## src/rtl/passthrough_responder_pkg.sv

```systemverilog
// Shared types for the passthrough responder.
// FSM encoding and latency counter width.
package passthrough_responder_pkg;

  localparam int LAT_W = 4;

  typedef enum logic [1:0] {
    ST_IDLE = 2'd0,
    ST_BUSY = 2'd1,
    ST_RESP = 2'd2
  } state_e;

endpackage

```

## src/rtl/passthrough_responder_mem.sv

```systemverilog
// Word storage for the passthrough responder.
// Bit-masked write port, combinational read.
module passthrough_responder_mem
  import passthrough_responder_pkg::*;
#(
  parameter int DATA_WIDTH = 32,
  parameter int DEPTH      = 16,
  parameter int IDX_W      = 4
) (
  input  logic                  clk,
  input  logic                  rst_n,
  input  logic                  we,
  input  logic [IDX_W-1:0]      waddr,
  input  logic [DATA_WIDTH-1:0] wdata,
  input  logic [DATA_WIDTH-1:0] wbiten,
  input  logic [IDX_W-1:0]      raddr,
  output logic [DATA_WIDTH-1:0] rdata
);

  logic [DATA_WIDTH-1:0] mem_q [DEPTH];
  logic [DATA_WIDTH-1:0] mem_d [DEPTH];

  // Merge masked write data into the addressed word
  always_comb begin
    mem_d = mem_q;
    if (we) begin
      mem_d[waddr] = (mem_q[waddr] & ~wbiten)
                   | (wdata & wbiten);
    end
  end

  // Storage array, cleared by reset
  always_ff @(posedge clk or negedge rst_n) begin
    if (!rst_n) begin
      for (int i = 0; i < DEPTH; i++) begin
        mem_q[i] <= '0;
      end
    end else begin
      mem_q <= mem_d;
    end
  end

  assign rdata = mem_q[raddr];

endmodule

```

## src/rtl/passthrough_responder.sv

```systemverilog
// CPU-interface responder with stall and latency shaping.
// One transaction outstanding; storage in a sub-module.
module passthrough_responder
  import passthrough_responder_pkg::*;
#(
  parameter int DATA_WIDTH       = 32,
  parameter int ADDR_WIDTH       = 32,
  parameter int DEPTH            = 16,
  parameter int RD_LATENCY       = 1,
  parameter int WR_LATENCY       = 1,
  parameter int REQ_STALL_CYCLES = 0
) (
  input  logic                  clk,
  input  logic                  rst_n,
  input  logic                  s_cpuif_req,
  input  logic                  s_cpuif_req_is_wr,
  input  logic [ADDR_WIDTH-1:0] s_cpuif_addr,
  input  logic [DATA_WIDTH-1:0] s_cpuif_wr_data,
  input  logic [DATA_WIDTH-1:0] s_cpuif_wr_biten,
  output logic                  s_cpuif_req_stall_wr,
  output logic                  s_cpuif_req_stall_rd,
  output logic                  s_cpuif_rd_ack,
  output logic                  s_cpuif_rd_err,
  output logic [DATA_WIDTH-1:0] s_cpuif_rd_data,
  output logic                  s_cpuif_wr_ack,
  output logic                  s_cpuif_wr_err
);

  localparam int OFFW  = $clog2(DATA_WIDTH / 8);
  localparam int IDX_W = (DEPTH > 1) ? $clog2(DEPTH) : 1;

  localparam logic [ADDR_WIDTH-1:0] OFF_MASK =
    ADDR_WIDTH'((64'd1 << OFFW) - 64'd1);
  localparam logic [ADDR_WIDTH-1:0] DEPTH_A =
    ADDR_WIDTH'(DEPTH);
  localparam logic [LAT_W-1:0] STALL_N =
    LAT_W'(REQ_STALL_CYCLES);
  localparam logic [LAT_W-1:0] RD_LAT_M1 =
    LAT_W'(RD_LATENCY - 1);
  localparam logic [LAT_W-1:0] WR_LAT_M1 =
    LAT_W'(WR_LATENCY - 1);

  state_e                  state_q, state_d;
  logic [LAT_W-1:0]        stall_q, stall_d;
  logic [LAT_W-1:0]        lat_q, lat_d;
  logic                    is_wr_q, is_wr_d;
  logic                    err_q, err_d;
  logic [ADDR_WIDTH-1:0]   addr_q, addr_d;
  logic [DATA_WIDTH-1:0]   rd_word_q, rd_word_d;

  logic [ADDR_WIDTH-1:0]   word_idx;
  logic [IDX_W-1:0]        mem_idx;
  logic                    addr_err;
  logic                    accept;
  logic                    mem_we;
  logic [DATA_WIDTH-1:0]   mem_rdata;
  logic                    addr_q_unused;

  assign word_idx = s_cpuif_addr >> OFFW;
  assign mem_idx  = word_idx[IDX_W-1:0];
  assign addr_err = (|(s_cpuif_addr & OFF_MASK))
                  || (word_idx >= DEPTH_A);

  assign accept = (state_q == ST_IDLE)
               && s_cpuif_req
               && (stall_q == STALL_N);

  assign mem_we = accept && s_cpuif_req_is_wr
               && !addr_err;

  // Captured address kept only for debug visibility
  assign addr_q_unused = ^addr_q;

  passthrough_responder_mem #(
    .DATA_WIDTH (DATA_WIDTH),
    .DEPTH      (DEPTH),
    .IDX_W      (IDX_W)
  ) u_mem (
    .clk    (clk),
    .rst_n  (rst_n),
    .we     (mem_we),
    .waddr  (mem_idx),
    .wdata  (s_cpuif_wr_data),
    .wbiten (s_cpuif_wr_biten),
    .raddr  (mem_idx),
    .rdata  (mem_rdata)
  );

  // Stall is combinational from state, stall count and request
  always_comb begin
    s_cpuif_req_stall_wr = (state_q != ST_IDLE)
      || (s_cpuif_req && s_cpuif_req_is_wr
          && (stall_q < STALL_N));
    s_cpuif_req_stall_rd = (state_q != ST_IDLE)
      || (s_cpuif_req && !s_cpuif_req_is_wr
          && (stall_q < STALL_N));
  end

  // Completion outputs are only driven in RESP
  always_comb begin
    s_cpuif_rd_ack  = (state_q == ST_RESP) && !is_wr_q;
    s_cpuif_wr_ack  = (state_q == ST_RESP) && is_wr_q;
    s_cpuif_rd_err  = s_cpuif_rd_ack && err_q;
    s_cpuif_wr_err  = s_cpuif_wr_ack && err_q;
    s_cpuif_rd_data = s_cpuif_rd_ack ? rd_word_q : '0;
  end

  // Next-state: stall counting, accept capture, latency countdown
  always_comb begin
    state_d   = state_q;
    stall_d   = stall_q;
    lat_d     = lat_q;
    is_wr_d   = is_wr_q;
    err_d     = err_q;
    addr_d    = addr_q;
    rd_word_d = rd_word_q;
    unique case (state_q)
      ST_IDLE: begin
        if (accept) begin
          state_d   = ST_BUSY;
          stall_d   = '0;
          is_wr_d   = s_cpuif_req_is_wr;
          err_d     = addr_err;
          addr_d    = s_cpuif_addr;
          lat_d     = s_cpuif_req_is_wr ? WR_LAT_M1
                                        : RD_LAT_M1;
          rd_word_d = (s_cpuif_req_is_wr || addr_err)
                    ? '0 : mem_rdata;
        end else if (s_cpuif_req) begin
          stall_d = stall_q + 1'b1;
        end else begin
          stall_d = '0;
        end
      end
      ST_BUSY: begin
        stall_d = '0;
        if (lat_q == '0) begin
          state_d = ST_RESP;
        end else begin
          lat_d = lat_q - 1'b1;
        end
      end
      ST_RESP: begin
        stall_d = '0;
        state_d = ST_IDLE;
      end
      default: begin
        stall_d = '0;
        state_d = ST_IDLE;
      end
    endcase
  end

  // Control and captured-transaction registers
  always_ff @(posedge clk or negedge rst_n) begin
    if (!rst_n) begin
      state_q   <= ST_IDLE;
      stall_q   <= '0;
      lat_q     <= '0;
      is_wr_q   <= 1'b0;
      err_q     <= 1'b0;
      addr_q    <= '0;
      rd_word_q <= '0;
    end else begin
      state_q   <= state_d;
      stall_q   <= stall_d;
      lat_q     <= lat_d;
      is_wr_q   <= is_wr_d;
      err_q     <= err_d;
      addr_q    <= addr_d;
      rd_word_q <= rd_word_d;
    end
  end

endmodule

```

## config.mk

```make
export PLATFORM = sky130hd
export DESIGN_NAME = passthrough_responder
export DESIGN_NICKNAME = d
export VERILOG_FILES = /design/src/rtl/passthrough_responder_pkg.sv /design/src/rtl/passthrough_responder_mem.sv /design/src/rtl/passthrough_responder.sv
export SDC_FILE = /design/constraint.sdc
export NUM_CORES = 1
export LEC_CHECK = 0
export ABC_AREA = 1
export CORE_MARGIN = 1.5
export CORE_UTILIZATION = 45
export DETAILED_ROUTE_END_ITERATION = 10
export HOLD_SLACK_MARGIN = 0.12
export PLACE_DENSITY = 0.61
export SLEW_MARGIN = 20
export SYNTH_ARGS = -nofsm -noshare
export SYNTH_HDL_FRONTEND = slang
export SYNTH_SLANG_ARGS = --single-unit
export TNS_END_PERCENT = 30
```

## constraint.sdc

```tcl
create_clock -name clk -period 2 [get_ports clk]
set_input_delay 0.4 -clock clk [delete_from_list [all_inputs] [get_ports clk]]
set_output_delay 0.4 -clock clk [all_outputs]
set_load 0.01 [all_outputs]
```

* Yosys cells after proc, flatten, opt, wreduce, memory -nomap -nowiden
Index checks and enable logic that the tools add are counted.
Cells by class: $lt $le $gt $ge 4, reductions and logical operators 29, add/subtract/negate cells 2, eq/ne operators 5, muxes and demuxes 17, bitwise operators 5
Operators by type and width (count):
- bitwise mux 512 bit | 1
- 2-to-1 mux 32 bit | 5
- binary-select mux 32 bit (select 4 bit) | 1
- demux 32 bit (select 4 bit) | 1
- AND 32 bit | 2
- inverter 32 bit | 1
- bitwise OR 32 bit | 1
- greater-or-equal comparator 30 x 5 -> 1 bit, second input constant | 1
- 2-to-1 mux 4 bit | 5
- logical AND 1 bit | 13
- zero test 4 bit | 2
- case mux 4 bit (2 select lines) | 1
- inequality test 2 bit, second input constant | 3
- greater-or-equal comparator 5 bit, second input constant | 1
- < comparator 5 x 1 -> 1 bit, second input constant | 1
- inverter 4 -> 5 bit | 1
- adder 4 x 1 -> 4 bit, second input constant | 1
- logical OR 1 bit | 4
- < comparator 4 x 1 -> 1 bit, second input constant | 1
- 2-to-1 mux 2 bit | 2
- case mux 2 bit (2 select lines) | 1
- AND reduction 2 bit | 2
- nonzero test 2 bit | 2
- subtractor 4 x 1 -> 4 bit, second input constant | 1
- other kinds (6) | 8
Word-level totals: register bits after elaboration 556, output and inout bits 38, input port bits 100, word-level logic and storage cells 84

* Depth between registers and ports, before layout
depth after elaboration 7, mapped depth 15, depth with buffers taken out 11

* Cells and area by module
From an unflattened synthesis, not the netlist that was laid out.
Unflattened totals: cells, all modules 4976, area, all modules 33029.2 µm²
By module, submodules not included:
- passthrough_responder_mem | cells an instance 4606, times used 1, sequential area each 12812.3 µm², area each 30503.0 µm²
- passthrough_responder | cells an instance 370, times used 1, sequential area each 1101.1 µm², area each 2526.2 µm²

* Worst setup path after synthesis
No wires, ideal clock.
path type register to register, from reg stall_q[0], to reg u_mem.mem_q[511] in the netlist's numbering, data arrival time 1.643 ns, period minus slack after synthesis 1.761 ns, slack 0.239 ns, setup time 0.118 ns, cell stages (with the launch flop) 14, cell sequence dfrtp_1 > inv_1 > ha_1 > nand2_1 > nor2_1 > nand2_1 > nor2_1 > nand3_1 > buf_6 > nor2_4 > nand2_2 > buf_2 > nand2_1 > nand2_1
On the way: longest elaborated chain between the ends 4
Ends and longest elaborated chain:
- start: declaration | line passthrough_responder.sv:44 | logic [LAT_W-1:0] stall_q, stall_d;
- start signal: assignment | line passthrough_responder.sv:166 | stall_q <= stall_d;
- zero test 4 bit | line passthrough_responder.sv:66 | && (stall_q == STALL_N);
- logical AND 1 bit | line passthrough_responder.sv:66
- logical AND 1 bit | line passthrough_responder.sv:68 | assign mem_we = accept && s_cpuif_req_is_wr
- logical AND 1 bit | line passthrough_responder.sv:69 | && !addr_err;
- end signal: assignment | line passthrough_responder_mem.sv:39 | mem_q <= mem_d;
- end: declaration | line passthrough_responder_mem.sv:20 | logic [DATA_WIDTH-1:0] mem_q [DEPTH];
Every way passes these cells. A chain may end at the register's enable or synchronous reset.

* Final worst setup path
from reg state_q[0], to reg u_mem.mem_q[249] in the netlist's numbering
On the way: longest elaborated chain between the ends 5
Ends and longest elaborated chain:
- start: declaration | line passthrough_responder.sv:43 | state_e state_q, state_d;
- start signal: assignment | line passthrough_responder.sv:165 | state_q <= state_d;
- zero test 2 bit | line passthrough_responder.sv:64 | assign accept = (state_q == ST_IDLE)
- logical AND 1 bit | line passthrough_responder.sv:65 | && s_cpuif_req
- logical AND 1 bit | line passthrough_responder.sv:66
- logical AND 1 bit | line passthrough_responder.sv:68
- logical AND 1 bit | line passthrough_responder.sv:69
Every way passes these cells.

==> flow_results.xml <==
<?xml version="1.0" encoding="UTF-8"?>
<metrics>
  <group name="clock_tree">
    <metric name="cts_tree" unit="">yes</metric>
    <metric name="insertion_delay" unit="ns">0.63</metric>
    <metric name="master_cell_of_the_clock_root_buffer" unit="">sky130_fd_sc_hd__clkbuf_16</metric>
    <metric name="h_tree_level_count" unit="">2</metric>
    <metric name="clock_path_buffers" unit="">3</metric>
    <metric name="cts_sinks" unit="">556</metric>
    <metric name="tritoncts.num_buffers" unit="">60</metric>
    <metric name="clk_transition_reported_paths" unit="ns">0.06</metric>
  </group>
  <group name="global_routing">
    <metric name="grt_util_all_layers" unit="">0.3189</metric>
    <metric name="grt_first_pass_wirelength" unit="µm">162300</metric>
    <metric name="grt-ovfl-total" unit="">0</metric>
    <metric name="antenna_found_initial" unit="">2</metric>
    <metric name="first_global_vias" unit="">26830</metric>
    <metric name="pin_count_of_the_biggest_net_entering_global_routing" unit="">58</metric>
  </group>
  <group name="synth">
    <metric name="synth.yosys.warnings" unit="">0</metric>
    <metric name="cell_count_after_synthesis" unit="">4166</metric>
    <metric name="syn_area" unit="mm²">0.02901</metric>
    <metric name="syn-mean-instance-area" unit="µm²">6.964</metric>
    <metric name="synthDistinctLibCells" unit="">25</metric>
    <metric name="postSynth.topFlopCell" unit="">sky130_fd_sc_hd__dfrtp_1</metric>
    <metric name="async_reset_ff_frac" unit="">1.000</metric>
    <metric name="ys_ff_latch" unit="">556</metric>
    <metric name="synth-seq-area-share" unit="">0.4796</metric>
    <metric name="synth-edff-count" unit="">0</metric>
    <metric name="syn_nets" unit="">4270</metric>
  </group>
  <group name="hold_path">
    <metric name="hp-class" unit="">in2async</metric>
  </group>
  <group name="drt">
    <metric name="route.antenna.remaining_nets" unit="">0</metric>
    <metric name="met3_wirelength" unit="µm">10530</metric>
    <metric name="drtIter0Drc" unit="">3105</metric>
    <metric name="drt-wirelength-per-cell" unit="µm">20.77</metric>
    <metric name="met2WireLength" unit="µm">48810</metric>
    <metric name="route.detailed.drc" unit="">0</metric>
    <metric name="wl_met1" unit="µm">45080</metric>
    <metric name="wirelength" unit="µm">108800</metric>
    <metric name="detailedRoute.firstPassIterationCount" unit="">6</metric>
    <metric name="viasPerCell" unit="">5.419</metric>
    <metric name="route.vias.total" unit="">28390</metric>
    <metric name="highest_routing_layer_actually_used" unit="">met5</metric>
  </group>
  <group name="sta">
    <metric name="layout_setup_ws" unit="ns">-0.2408</metric>
    <metric name="timing.final.max_slew_violations" unit="">0</metric>
    <metric name="fin_worst_hold_slack" unit="ns">0.2586</metric>
    <metric name="grt_setup_unrepaired" unit="">yes</metric>
    <metric name="finalWorstPathRequiredPeriod" unit="ns">2.241</metric>
    <metric name="worst_slew_pin_slew" unit="ns">0.5194</metric>
    <metric name="final_hold_fails" unit="">0</metric>
    <metric name="worst_clock_skew" unit="ns">0.01707</metric>
    <metric name="achievable-frequency" unit="MHz">446.3</metric>
    <metric name="slew-limit-headroom" unit="">0.6537</metric>
    <metric name="count_of_endpoints_failing_setup_in_the_final_report" unit="">579</metric>
    <metric name="fin_crit_sh" unit="">1.120</metric>
    <metric name="setup_tns" unit="ns">-91.35</metric>
  </group>
  <group name="floorplanning">
    <metric name="die_w" unit="µm">256.9</metric>
    <metric name="height_of_the_chip" unit="µm">256.9</metric>
    <metric name="fp.dieArea" unit="mm²">0.06600</metric>
    <metric name="initial_util" unit="">0.4574</metric>
    <metric name="placement_rows" unit="">92</metric>
    <metric name="num_io_pins" unit="">138</metric>
    <metric name="design.core.area" unit="mm²">0.06343</metric>
  </group>
  <group name="placed_design">
    <metric name="place.detailed.instances" unit="">5068</metric>
    <metric name="io_buffer_count" unit="">137</metric>
    <metric name="area_post_placement" unit="mm²">0.03319</metric>
    <metric name="post_place_setup_slack" unit="ns">-0.4770</metric>
    <metric name="dp_hpwl" unit="µm">63410</metric>
    <metric name="final_replace_weighted_congestion" unit="">0.8355</metric>
  </group>
  <group name="setup_path">
    <metric name="timing.reg2reg.setup_slack" unit="ns">-0.24</metric>
    <metric name="cp_cell_sequence" unit="">buf_6 &gt; inv_2 &gt; nand2_4 &gt; nor2_4 &gt; nand2_2 &gt; nor2_4 &gt; nand3_4 &gt; buf_16 &gt; nor2_4 &gt; buf_6 &gt; nand2_8 &gt; clkbuf_16 &gt; nand2_1 &gt; nand2_1</metric>
    <metric name="worst_path_largest_cell_delay" unit="ns">0.44</metric>
    <metric name="reg2reg_to" unit="">u_mem.mem_q[249]</metric>
    <metric name="cp_top_family" unit="">simple AND/OR/NAND/NOR gates</metric>
    <metric name="cp_max_fo" unit="">7</metric>
    <metric name="cp.required" unit="ns">2.51</metric>
    <metric name="crit_arrival" unit="ns">2.75</metric>
    <metric name="worst-path-buf-inv" unit="">5</metric>
    <metric name="worst_setup_path_startpoint" unit="">state_q[0]</metric>
    <metric name="critPathMostFrequentCell" unit="">sky130_fd_sc_hd__nor2_4</metric>
    <metric name="critical-path-slowest-cell" unit="">sky130_fd_sc_hd__dfrtp_2</metric>
    <metric name="worstSetupPathType" unit="">reg2reg</metric>
    <metric name="cp-start-kind" unit="">flop</metric>
    <metric name="critPathCaptureType" unit="">flop</metric>
    <metric name="reg2reg_depth" unit="">14</metric>
    <metric name="origin_of_the_critical_flop_to_flop_path" unit="">state_q[0]</metric>
  </group>
  <group name="power">
    <metric name="vdd.ir_drop.worst" unit="mV">0.6367</metric>
    <metric name="power.leakage" unit="nW">20.42</metric>
    <metric name="pwr_density_cell" unit="mW/mm²">701.9</metric>
    <metric name="power_total" unit="mW">25.64</metric>
  </group>
  <group name="final_layout">
    <metric name="final_area" unit="mm²">0.03653</metric>
    <metric name="final.fill_count" unit="">5911</metric>
    <metric name="commonest_non_fill_non_tap_cell_in_the_layout" unit="">sky130_fd_sc_hd__nand2_1</metric>
    <metric name="mostFrequentLayoutCells" unit="">2377 x sky130_fd_sc_hd__nand2_1, 555 x sky130_fd_sc_hd__dfrtp_1, 502 x sky130_fd_sc_hd__nand3_1, 127 x sky130_fd_sc_hd__buf_12, 104 x sky130_fd_sc_hd__buf_4</metric>
    <metric name="instances_no_fill" unit="">5238</metric>
    <metric name="final_core_area_utilization" unit="">0.5760</metric>
    <metric name="share_of_final_layout_standard_cells_stronger_than_drive_strength_1" unit="">0.1453</metric>
    <metric name="antenna_cells" unit="">0</metric>
    <metric name="design.final.nets" unit="">4447</metric>
    <metric name="flow.area_growth_from_synthesis" unit="%">25.93</metric>
  </group>
  <group name="job">
    <metric name="max_capacitance_violation_count" unit="">0</metric>
  </group>
  <group name="run_status">
    <metric name="status" unit="">finished, violations left</metric>
    <metric name="violations" unit="">setup timing</metric>
  </group>
</metrics>
## worst max-delay path by stage
stage,cells after the start,to,slack [ns]
after floorplan,13,u_mem.mem_q[511],0.24
after global placement,13,u_mem.mem_q[218],-0.48
after detailed placement,13,u_mem.mem_q[194],-0.48
after CTS,13,u_mem.mem_q[380],-0.20
after global routing,14,u_mem.mem_q[250],-0.33
final,14,u_mem.mem_q[249],-0.24
## per-layer routing
| metal | vias to the layer above | track usage |
|---|---|---|
| met5 | - | 0 |
| met4 | 2 | 0.1157 |
| met3 | 242 | 0.06147 |
| met2 | 1411 | 0.5018 |
| met1 | 13560 | 0.4384 |
| li1 | 13170 | - |
## where the power goes
group / leakage, nW / total [mW] / switching [mW] / internal [mW]
combinational: 11.7 / 2.73 / 1.74 / 0.991
clock: 1.01 / 11.6 / 4.73 / 6.82
sequential: 7.76 / 11.4 / 0.0452 / 11.3
total: 20.4 / 25.6 / 6.52 / 19.1
## cell usage after synthesis (20+ instances only)
cell type | n | area [µm²]
sky130_fd_sc_hd__nor2_1 | 73 | 274.0
sky130_fd_sc_hd__o21ai_0 | 38 | 190.2
sky130_fd_sc_hd__nand3_1 | 518 | 2592
sky130_fd_sc_hd__dfrtp_1 | 556 | 13910
sky130_fd_sc_hd__buf_4 | 41 | 307.8
sky130_fd_sc_hd__or2_2 | 32 | 200.2
sky130_fd_sc_hd__nor2_2 | 37 | 231.5
sky130_fd_sc_hd__buf_2 | 143 | 715.7
sky130_fd_sc_hd__buf_6 | 20 | 225.2
sky130_fd_sc_hd__nand2_1 | 2444 | 9174
sky130_fd_sc_hd__nand2_2 | 41 | 256.5
sky130_fd_sc_hd__clkbuf_1 | 65 | 244.0
sky130_fd_sc_hd__buf_1 | 38 | 142.6
sky130_fd_sc_hd__inv_1 | 96 | 360.4
## final cells by class
type / instances / area [µm²] / share of cell area
Timing Repair Buffer: 422 / 5517 / 0.1510
Inverter: 101 / 389.1 / 0.01065
Multi-Input combinational cell: 3202 / 13620 / 0.3729
Tap cell: 846 / 1059 / 0.02897
Clock buffer: 96 / 1858 / 0.05086
Clock inverter: 15 / 175.2 / 0.004795
Sequential cell: 556 / 13910 / 0.3809
## what timing repair did
item	in CTS	in global routing
hold buffers	1	0
buffers inserted	26	12
setup endpoints to repair	582	582
pin swaps	11	38
hold endpoints to repair	311	0
cloned	9	15
resized for setup	202	110
## sequential cells by signal, indices dropped and copies added (netlist names)
name         cells
u_mem.mem_q    512
rd_word_q       32
lat_q            4
stall_q          4
state_q          2
err_q            1
is_wr_q          1
## logic make-up after synthesis
| logic type | share of synthesized area |
|---|---|
| adder cells (fa/ha/maj) | 0.001725 |
| AO/OA/AOI/OAI | 0.007073 |
| XOR/XNOR | 0.0006039 |
| buffers and inverters | 0.06953 |
| flip-flops | 0.4796 |
| AND/OR/NAND/NOR | 0.4415 |
(Power assumes the default switching activity.)
